<file path="config.mk">
export PLATFORM = sky130hd
export DESIGN_NAME = img_mem_op_arbiter
export DESIGN_NICKNAME = d
export VERILOG_FILES = /design/src/rtl/img_mem_op_arbiter.sv
export SDC_FILE = /design/constraint.sdc
export NUM_CORES = 1
export LEC_CHECK = 0
export BUFFER_PORTS_ARGS = -buffer_cell sky130_fd_sc_hd__buf_2
export CAP_MARGIN = 15
export CORE_UTILIZATION = 57
export DETAILED_ROUTE_END_ITERATION = 16
export GPL_TIMING_DRIVEN = 0
export MAX_ROUTING_LAYER = met4
export PLACE_DENSITY_LB_ADDON = 0.12
export SETUP_SLACK_MARGIN = 0.5
export SLEW_MARGIN = 20
export SYNTH_ARGS = -nofsm -noshare
export SYNTH_HDL_FRONTEND = slang
export SYNTH_SLANG_ARGS = --single-unit
export TNS_END_PERCENT = 10
</file>
<file path="constraint.sdc">
create_clock -name sysClk -period 4.2 [get_ports sysClk]
set_input_delay 0.63 -clock sysClk [delete_from_list [all_inputs] [get_ports sysClk]]
set_output_delay 0.63 -clock sysClk [all_outputs]
set_load 0.01 [all_outputs]
</file>
<file path="src/rtl/img_mem_op_arbiter.sv">
// img_mem_op_arbiter
// Shares the single memory-interface port between four image-memory
// requesters: camera capture write, image readout, image erase and
// image-size query. One operation is granted at a time by fixed priority
// (cap > rd > er > sz). The winner's index is latched and a start pulse is
// issued. Completion is then tracked, a readout may be stopped by its
// requester, and a hung interface is aborted via a timeout. A single done
// pulse with status is returned to the owning requester.
//
// Ports:
//   sysClk, sysRst_n        clock, asynchronous active-low reset
//   *_req / *_idx           request level and image index per requester
//   rd_stop                 stop request for an in-flight readout
//   mem_done                completion pulse from the memory interface
//   mem_start / mem_abort   one-cycle command pulses to the memory interface
//   mem_op / mem_index      operation code and index, held for the operation
//   *_ack / *_done          grant and completion pulses per requester
//   done_status             0 normal, 1 aborted; valid with any *_done
//   op_timeout              pulses when the WAIT timeout fires
//   busy                    high whenever the arbiter is not idle
module img_mem_op_arbiter #(
   parameter int unsigned       TO_W           = 24,
   parameter logic [TO_W-1:0]   TIMEOUT_CYCLES = 24'hFFFFFF
) (
   input  logic        sysClk,
   input  logic        sysRst_n,
   input  logic        cap_req,
   input  logic        rd_req,
   input  logic        er_req,
   input  logic        sz_req,
   input  logic [11:0] cap_idx,
   input  logic [11:0] rd_idx,
   input  logic [11:0] er_idx,
   input  logic [11:0] sz_idx,
   input  logic        rd_stop,
   input  logic        mem_done,
   output logic        mem_start,
   output logic        mem_abort,
   output logic [1:0]  mem_op,
   output logic [11:0] mem_index,
   output logic        cap_ack,
   output logic        rd_ack,
   output logic        er_ack,
   output logic        sz_ack,
   output logic        cap_done,
   output logic        rd_done,
   output logic        er_done,
   output logic        sz_done,
   output logic        done_status,
   output logic        op_timeout,
   output logic        busy
);

   typedef enum logic [1:0] {
      ST_IDLE   = 2'd0,
      ST_WAIT   = 2'd1,
      ST_ABORT  = 2'd2,
      ST_FINISH = 2'd3
   } state_t;

   // Owner codes coincide with the mem_op encoding of each requester.
   localparam logic [1:0] OWN_CAP = 2'd0;
   localparam logic [1:0] OWN_RD  = 2'd1;
   localparam logic [1:0] OWN_ER  = 2'd2;
   localparam logic [1:0] OWN_SZ  = 2'd3;

   localparam logic [TO_W-1:0] TO_LAST = TIMEOUT_CYCLES - TO_W'(1);

   state_t            state_q, state_d;
   logic [TO_W-1:0]   timer_q, timer_d;
   logic [1:0]        owner_q, owner_d;
   logic              abort_flag_q, abort_flag_d;
   logic [1:0]        op_q, op_d;
   logic [11:0]       index_q, index_d;
   logic              start_q, start_d;
   logic              abort_q, abort_d;
   logic              timeout_q, timeout_d;
   logic              status_q, status_d;
   logic              busy_q, busy_d;
   logic [3:0]        ack_q, ack_d;
   logic [3:0]        done_q, done_d;

   logic              any_req;
   logic [1:0]        win;
   logic [11:0]       win_idx;

   assign any_req = cap_req | rd_req | er_req | sz_req;

   // Fixed-priority winner selection; only meaningful when any_req is high.
   always_comb begin
      win     = OWN_CAP;
      win_idx = cap_idx;
      if (cap_req) begin
         win     = OWN_CAP;
         win_idx = cap_idx;
      end else if (rd_req) begin
         win     = OWN_RD;
         win_idx = rd_idx;
      end else if (er_req) begin
         win     = OWN_ER;
         win_idx = er_idx;
      end else if (sz_req) begin
         win     = OWN_SZ;
         win_idx = sz_idx;
      end
   end

   // Next-state and registered-output computation. Pulses default low;
   // in WAIT, completion beats stop, and stop beats the timeout.
   always_comb begin
      state_d      = state_q;
      timer_d      = timer_q;
      owner_d      = owner_q;
      abort_flag_d = abort_flag_q;
      op_d         = op_q;
      index_d      = index_q;
      start_d      = 1'b0;
      abort_d      = 1'b0;
      timeout_d    = 1'b0;
      status_d     = 1'b0;
      ack_d        = 4'b0000;
      done_d       = 4'b0000;

      case (state_q)
         ST_IDLE: begin
            if (any_req) begin
               owner_d      = win;
               op_d         = win;
               index_d      = win_idx;
               start_d      = 1'b1;
               ack_d[win]   = 1'b1;
               timer_d      = '0;
               abort_flag_d = 1'b0;
               state_d      = ST_WAIT;
            end
         end
         ST_WAIT: begin
            if (mem_done) begin
               state_d = ST_FINISH;
            end else if (rd_stop && (owner_q == OWN_RD)) begin
               abort_d      = 1'b1;
               abort_flag_d = 1'b1;
               timer_d      = '0;
               state_d      = ST_ABORT;
            end else if (timer_q == TO_LAST) begin
               abort_d      = 1'b1;
               timeout_d    = 1'b1;
               abort_flag_d = 1'b1;
               timer_d      = '0;
               state_d      = ST_ABORT;
            end else begin
               timer_d = timer_q + TO_W'(1);
            end
         end
         ST_ABORT: begin
            // The interface gets one more timeout window to acknowledge;
            // after that the operation is retired without a second abort.
            if (mem_done || (timer_q == TO_LAST)) begin
               state_d = ST_FINISH;
            end else begin
               timer_d = timer_q + TO_W'(1);
            end
         end
         ST_FINISH: begin
            done_d[owner_q] = 1'b1;
            status_d        = abort_flag_q;
            op_d            = 2'b00;
            index_d         = 12'h000;
            state_d         = ST_IDLE;
         end
         default: begin
            state_d = ST_IDLE;
         end
      endcase

      busy_d = (state_d != ST_IDLE);
   end

   // State and output registers; reset drops everything to idle with no
   // abort sent to the interface.
   always_ff @(posedge sysClk or negedge sysRst_n) begin
      if (!sysRst_n) begin
         state_q      <= ST_IDLE;
         timer_q      <= '0;
         owner_q      <= 2'b00;
         abort_flag_q <= 1'b0;
         op_q         <= 2'b00;
         index_q      <= 12'h000;
         start_q      <= 1'b0;
         abort_q      <= 1'b0;
         timeout_q    <= 1'b0;
         status_q     <= 1'b0;
         busy_q       <= 1'b0;
         ack_q        <= 4'b0000;
         done_q       <= 4'b0000;
      end else begin
         state_q      <= state_d;
         timer_q      <= timer_d;
         owner_q      <= owner_d;
         abort_flag_q <= abort_flag_d;
         op_q         <= op_d;
         index_q      <= index_d;
         start_q      <= start_d;
         abort_q      <= abort_d;
         timeout_q    <= timeout_d;
         status_q     <= status_d;
         busy_q       <= busy_d;
         ack_q        <= ack_d;
         done_q       <= done_d;
      end
   end

   assign mem_start   = start_q;
   assign mem_abort   = abort_q;
   assign mem_op      = op_q;
   assign mem_index   = index_q;
   assign cap_ack     = ack_q[OWN_CAP];
   assign rd_ack      = ack_q[OWN_RD];
   assign er_ack      = ack_q[OWN_ER];
   assign sz_ack      = ack_q[OWN_SZ];
   assign cap_done    = done_q[OWN_CAP];
   assign rd_done     = done_q[OWN_RD];
   assign er_done     = done_q[OWN_ER];
   assign sz_done     = done_q[OWN_SZ];
   assign done_status = status_q;
   assign op_timeout  = timeout_q;
   assign busy        = busy_q;

endmodule
</file>
==> metrics.yaml, run 1 <==
grt_pass1_vias: 2447
ys_types: 41
ys_seq_elements: 56
slew_headroom_pct: 51.91
fin_skew_ps: 10.57
startpoint: "state_q[0]"
regArea_um2: 1401
synth-seq-area-share_pct: 45.94
crit_end: "timer_q[16]"
fin_crit_ps: 2621
post-dp-hpwl_um: 5255
area_growth_pct: 19.16
cts_sinks: 56
syn-num-nets: 400
slowest_delay_ps: 470
hold_path.class: "input pin to asynchronous set/reset pin"
power_mw: 1.725
place_ws_ps: 1509
worstSetupPathType: "flop to flop"
routed_wl_um: 7317
post-cts-setup-buffers: 0
start_util_pct: 59.35
dr.pass1.iters: 5
clk_latency_ps: 310
cp_cell_sequence: "inv_1, ha_1, o21a_1, a211oi_2, o21ai_1, or3_1, buf_2, or4b_1, a21oi_1"
power.leakage_nw: 1.674
fin_nets: 487
slew_viol_final: 0
portBuffers: 80
n_fill_cell: 439
antenna_left: 0
globalplace.congestion: 0.8635
cts_buffer_depth: 2
grt_pass1_wl_um: 11560
hold_viol: 0
maxCapViolCount: 0
cts_tree: "done"
cts-buffers-inserted: 5
track_usage_pct: 27.50
drtIter0Drc: 148
synthCells: 336
grt_start_max_net_pins: 57
pin_count: 83
grt_setup_unrepaired: "false"
wl_per_cell_um: 14.81
slowest_stage: "or4b_1"
fp.dieW_um: 75.16
vias: 2832
cts_resized: 0
htree_levels: 2
die_area_um2: 5648
diodes: 0
netlist_area_um2: 3050
yosys_warnings: 0
r2r_end: "timer_q[16]"
tightest_slew_ps: 715.5
cp_max_fo: 9
multi_input_area_um2: 1538
antenna_found_initial: 0
drive_gt1_share_pct: 21.93
overflow: 0
hold_buffers: 0
post-route-period-util_pct: 62.40
die_h_um: 75.16
clkTransAtPathRegs_ps: 100
via_per_inst: 5.733
powerDensity_nw_per_um2: 474.5
finalSetupViolCount: 0
outcome: "complete, no violations"
r2r_start: "state_q[0]"
num_rows: 26
fin_tns_setup_ps: 0
drc: 0
cp.required_ps: 4440
finalWorstSetupSlack_ps: 1579
clock.fmax_mhz: 381.6
vdd_ir_drop_max_mv: 0.2525
endpoint_kind: "flop"
ff2ff_path_depth: 9
critPathArrivalTime_ps: 2860
core_area_um2: 5140
cts-root-buf: "clkbuf_8"
avgSynthCellArea_um2: 9.079
cp-start-kind: "flop"
rrSetupSlack_ps: 1580
[cell usage in the layout (no fill, tap or decap), drive strengths merged, types with 3 or more instances in the layout]
master,synthesis,routed
a22oi,24,24
nor2,43,43
xnor2,16,16
nor2b,4,4
nor3,7,7
o311ai,3,3
buf,3,83
clkbuf,16,23
nand2,22,22
inv,10,10
and4,5,5
nand2b,5,5
nor4,5,5
a22o,13,13
ha,8,8
a211oi,3,3
o21ai,24,24
a21oi,22,22
dfrtp,56,56
nand3,12,12
or3,4,4
and2,4,4
nand4,5,5
and3,6,6
[critical path, delay by kind of cell, from the launching register on]
family / cells / cell delay, ps
AOI/OAI and AO/OA: 4 / 710
adders and majority gates: 1 / 290
DFF: 1 / 450
buffers and inverters: 2 / 280
and+or+nand+nor: 2 / 820
[metrics by stage]
stage                     std cells  cell area (um2)  hold WS, ps  util, %
after floorplan                 336             3050        334.4        -
after global placement          486             3538        485.1    68.84
after detailed placement        486             3541        485.5    68.89
after CTS                       494             3635        388.0    70.72
after global routing            494             3635        422.4    70.72
final                           494             3635        359.6    70.72
[flip-flops by register name, summed over array words and instances, names as in the netlist]
| register | flops |
|---|---|
| state_q | 2 |
| ack_q | 4 |
| done_status | 1 |
| owner_q | 2 |
| timer_q | 24 |
| abort_flag_q | 1 |
| mem_abort | 1 |
| done_q | 4 |
| mem_start | 1 |
| op_timeout | 1 |
| mem_op | 2 |
| mem_index | 12 |
| busy | 1 |
[synth_stat cells (all sizes together)]
| cell | count | area share [%] |
|---|---|---|
| inv | 10 | 1.2 |
| nor3b | 2 | 0.49 |
| xnor2 | 16 | 4.6 |
| o21ai | 24 | 3.9 |
| and3 | 6 | 1.2 |
| o31ai | 1 | 0.25 |
| or4 | 2 | 0.49 |
| a21o | 1 | 0.25 |
| a21oi | 22 | 3.6 |
| a22oi | 24 | 5.9 |
| nor2b | 4 | 0.82 |
| or4b | 1 | 0.33 |
| ha | 8 | 3.3 |
| buf | 3 | 0.41 |
| and4 | 5 | 1.4 |
| clkbuf | 16 | 2.0 |
| or3 | 4 | 0.82 |
| and2 | 4 | 0.82 |
| nor4b | 1 | 0.29 |
| or2 | 2 | 0.41 |
| nand2 | 22 | 2.7 |
| nor4 | 5 | 1.2 |
| nand4 | 5 | 1.0 |
| a221oi | 1 | 0.29 |
| nor3 | 7 | 1.1 |
| nand3b | 2 | 0.49 |
| nor2 | 43 | 5.3 |
| a22o | 13 | 3.7 |
| o311ai | 3 | 0.86 |
| dfrtp | 56 | 46 |
| o21a | 2 | 0.49 |
| nand3 | 12 | 2.0 |
| nand2b | 5 | 1.0 |
| a31o | 1 | 0.29 |
| a211oi | 3 | 0.90 |
[final cells by class]
type	count	area share, %
well taps	70	2.410
plain buffers	19	2.031
clock inverters	1	0.2065
clock buffers	7	2.375
multi-input cells	251	42.31
repair buffers	80	11.08
flip-flops and latches	56	38.55
inverters	10	1.033
[cells by family after synthesis]
group | after synthesis | share of synthesized area (%)
and+or+nand+nor | 132 | 22.03
AOI/OAI and AO/OA | 95 | 20.51
DFF | 56 | 45.94
buffers and inverters | 29 | 3.650
xor gates and xnor gates | 16 | 4.594
adders and majority gates | 8 | 3.282
[where the power goes]
part / leakage, nW / total (mW) / switching [mW] / internal, mW
clock: 0.0445 / 0.309 / 0.174 / 0.135
sequential: 0.756 / 0.707 / 0.0714 / 0.636
combinational: 0.874 / 0.709 / 0.447 / 0.262
total: 1.67 / 1.72 / 0.692 / 1.03
[routing by layer]
| metal | track usage [%] | wire, um | vias up |
|---|---|---|---|
| met1 | 38.23 | 3404 | 1348 |
| met2 | 42.14 | 3468 | 93 |
| met5 | - | 0 | - |
| met4 | 7.613 | 85 | 0 |
| li1 | - | - | 1383 |
| met3 | 4.150 | 359 | 8 |
[worst min path at each step]
stage	start	endpoint	slack, ps
2_1_floorplan	sysRst_n	abort_flag_q	330
3_3_place_gp	mem_index[10]	mem_index[10]	490
3_5_place_dp	mem_index[2]	mem_index[2]	490
4_1_cts	sysRst_n	timer_q[18]	390
5_1_grt	sysRst_n	timer_q[18]	420
6_report	sysRst_n	timer_q[16]	360
Note: power is estimated with default switching activity, not from simulation.
==> inputs of run 2 (changes only) <==
- CORE_UTILIZATION: 57 -> 47
- clock period: 4.2 -> 2.31 ns (I/O delays scaled with it)
==> metrics.yaml, run 2 (synthesized netlist as in run 1, its figures left out) <==
cp.required_ps: 2510  # -1930 ps
fin_area_um2: 4056  # +12%
vdd_ir_drop_max_mv: 0.6486  # +160%
slew_viol_final: 0  # unchanged
routed_wl_um: 8306  # +14%
grt_setup_unrepaired: "true"
layout_common_cells: "buf_2 (79), dfrtp_1 (54), nor2_1 (40), a22oi_1 (24)"
hold_buffers: 0  # unchanged
core_area_um2: 6096  # +19%
drc: 0  # unchanged
cp_cell_sequence: "inv_2, ha_4, o21a_1, a211oi_2, o21ai_2, buf_4, buf_6, clkbuf_16, buf_6, buf_4, nor4_4, xnor2_1, nor2_1"
powerDensity_nw_per_um2: 920.6  # +94%
overflow: 0  # unchanged
ff2ff_path_depth: 13  # +4
tightest_slew_ps: 720.3  # +4.827 ps
top_register: "timer_q"
die_h_um: 82.56  # +9.9%
grt_pass1_vias: 2617  # +6.9%
hold_viol: 0  # unchanged
worst-path-stages: 13  # +4
post-dp-hpwl_um: 5522  # +5.1%
post-route-period-util_pct: 100.4  # +38 points
portBuffers: 80  # unchanged
fin_nets: 503  # +3.3%
via_per_inst: 5.730  # about the same
slew_headroom_pct: 51.58  # -0.32 points
outcome: "finished with violations"
cp-start-kind: "flop"
cts-buffers-inserted: 5  # unchanged
pin_count: 83  # unchanged
clock.fmax_mhz: 431.3  # +13%
antenna_left: 0  # unchanged
drive_gt1_share_pct: 35.00  # +13 points
clk_latency_ps: 310  # about the same
maxCapViolCount: 0  # unchanged
grt_start_max_net_pins: 57  # unchanged
power.leakage_nw: 1.852  # +11%
finalWorstSetupSlack_ps: -8.729  # -1588 ps
power_mw: 3.734  # +120%
cts_sinks: 56  # unchanged
largest_reg_flops: 24  # unchanged
critPathArrivalTime_ps: 2520  # -340 ps
hold_path.class: "input pin to asynchronous set/reset pin"
place_ws_ps: -96.75  # -1605 ps
area_growth_pct: 32.98
violations: "negative setup slack"
num_rows: 28  # +7.7%
globalplace.congestion: 0.8983  # +4.0%
wl_per_cell_um: 16.13  # +8.9%
whs_ps: 83.01  # -276.6 ps
fin_tns_setup_ps: -15.95  # -15.95 ps
cts_buffer_depth: 2  # unchanged
start_util_pct: 50.04  # -9.3 points
cts-root-buf: "clkbuf_8"
diodes: 0  # unchanged
n_fill_cell: 520  # +18%
cp_max_fo: 5  # -4
fin_skew_ps: 5.701  # -4.868 ps
antenna_found_initial: 0  # unchanged
layout_commonest_cell: "buf_2"
drtIter0Drc: 197  # +33%
dr.pass1.iters: 4  # -1
slowest_stage: "dfrtp_2"
die_area_um2: 6816  # +21%
clkTransAtPathRegs_ps: 100  # about the same
fin_crit_ps: 2319  # -302.0 ps
track_usage_pct: 24.48  # -3.0 points
worstSetupPathType: "flop to flop"
slowest_delay_ps: 440  # -30 ps
finalSetupViolCount: 3  # +3
htree_levels: 2  # unchanged
dpl_cell_area_um2: 3581  # +1.1%
endpoint_kind: "flop"
cp_top_family: "buffers and inverters"
critical_path_buf_inv_count: 6  # +4
grt_pass1_wl_um: 12340  # +6.8%
vias: 2951  # +4.2%
fp.dieW_um: 82.56  # +9.9%
cts_tree: "done"
[run 2: cell count changes in the layout (fill, tap and decap cells not counted), moves of 3 or more]
cell / before / now
nor2_1: 43 / 40
clkbuf_2: 1 / 7
buf_6: 0 / 3
ha_1: 8 / 4
o311ai_0: 3 / 0
nor3_2: 0 / 4
buf_4: 1 / 14
clkbuf_1: 16 / 7
nor3_1: 7 / 2
[run 2: report_power, final]
group / switching (mW) / internal, mW
logic: 1.00 / 0.801
clock network: 0.313 / 0.322
registers: 0.136 / 1.16
[run 2: worst register-to-register path: cells and delay by family (launching register included)]
kind                     cells  cell delay (ps)
XOR/XNOR                     1              170
buffers and inverters        6              730
flip-flops                   1              440
adder cells (fa/ha/maj)      1              160
AO/OA/AOI/OAI                3              510
AND/OR/NAND/NOR              2              220
[run 2: area by class of cell]
| type | instances | area [um2] | area share (%) |
|---|---|---|---|
| Buffer | 19 | 136.4 | 3.362 |
| Clock buffer | 6 | 72.57 | 1.789 |
| Clock inverter | 2 | 35.03 | 0.8637 |
| Inverter | 10 | 37.54 | 0.9254 |
| Multi-Input combinational cell | 251 | 1749 | 43.12 |
| Sequential cell | 56 | 1404 | 34.61 |
| Tap cell | 75 | 93.84 | 2.313 |
| Timing Repair Buffer | 96 | 528.0 | 13.02 |
[run 2: layer usage]
metal | routed length (um) | share of wire (%) | up-vias | global-route usage [%]
li1 | - | - | 1415 | -
met1 | 3663 | 44 | 1430 | 33.36
met2 | 4107 | 49 | 97 | 37.60
met3 | 435 | 5.2 | 9 | 4.725
met4 | 99 | 1.2 | 0 | 5.862
met5 | 0 | 0 | - | -
[run 2: timing repair]
action / in CTS / in global routing
endpoints found under the setup margin: 37 / 40
resized for setup: 21 / 48
setup buffers: 8 / 7
pin swaps: 4 / 20
cloned: 1 / 0
[run 2: path summary, 6_finish.rpt]
kind | slack (ps) | endpoint | startpoint
min in group sysClk | 380 | mem_index[2] | rd_idx[2]
min | 80 | timer_q[16] | sysRst_n
max in group asynchronous | 1740 | state_q[1] | sysRst_n
min reg2reg | 510 | mem_index[5] | mem_index[5]
max | -9 | timer_q[10] | state_q[1]
max reg2reg | -9 | timer_q[10] | state_q[1]
[run 2: stage by stage]
step / util [%] / instances
detailed placement: 58.74 / 491
floorplan: - / 336
global route: 66.54 / 515
finish: 66.54 / 515
CTS: 62.97 / 508
global placement: 58.70 / 491
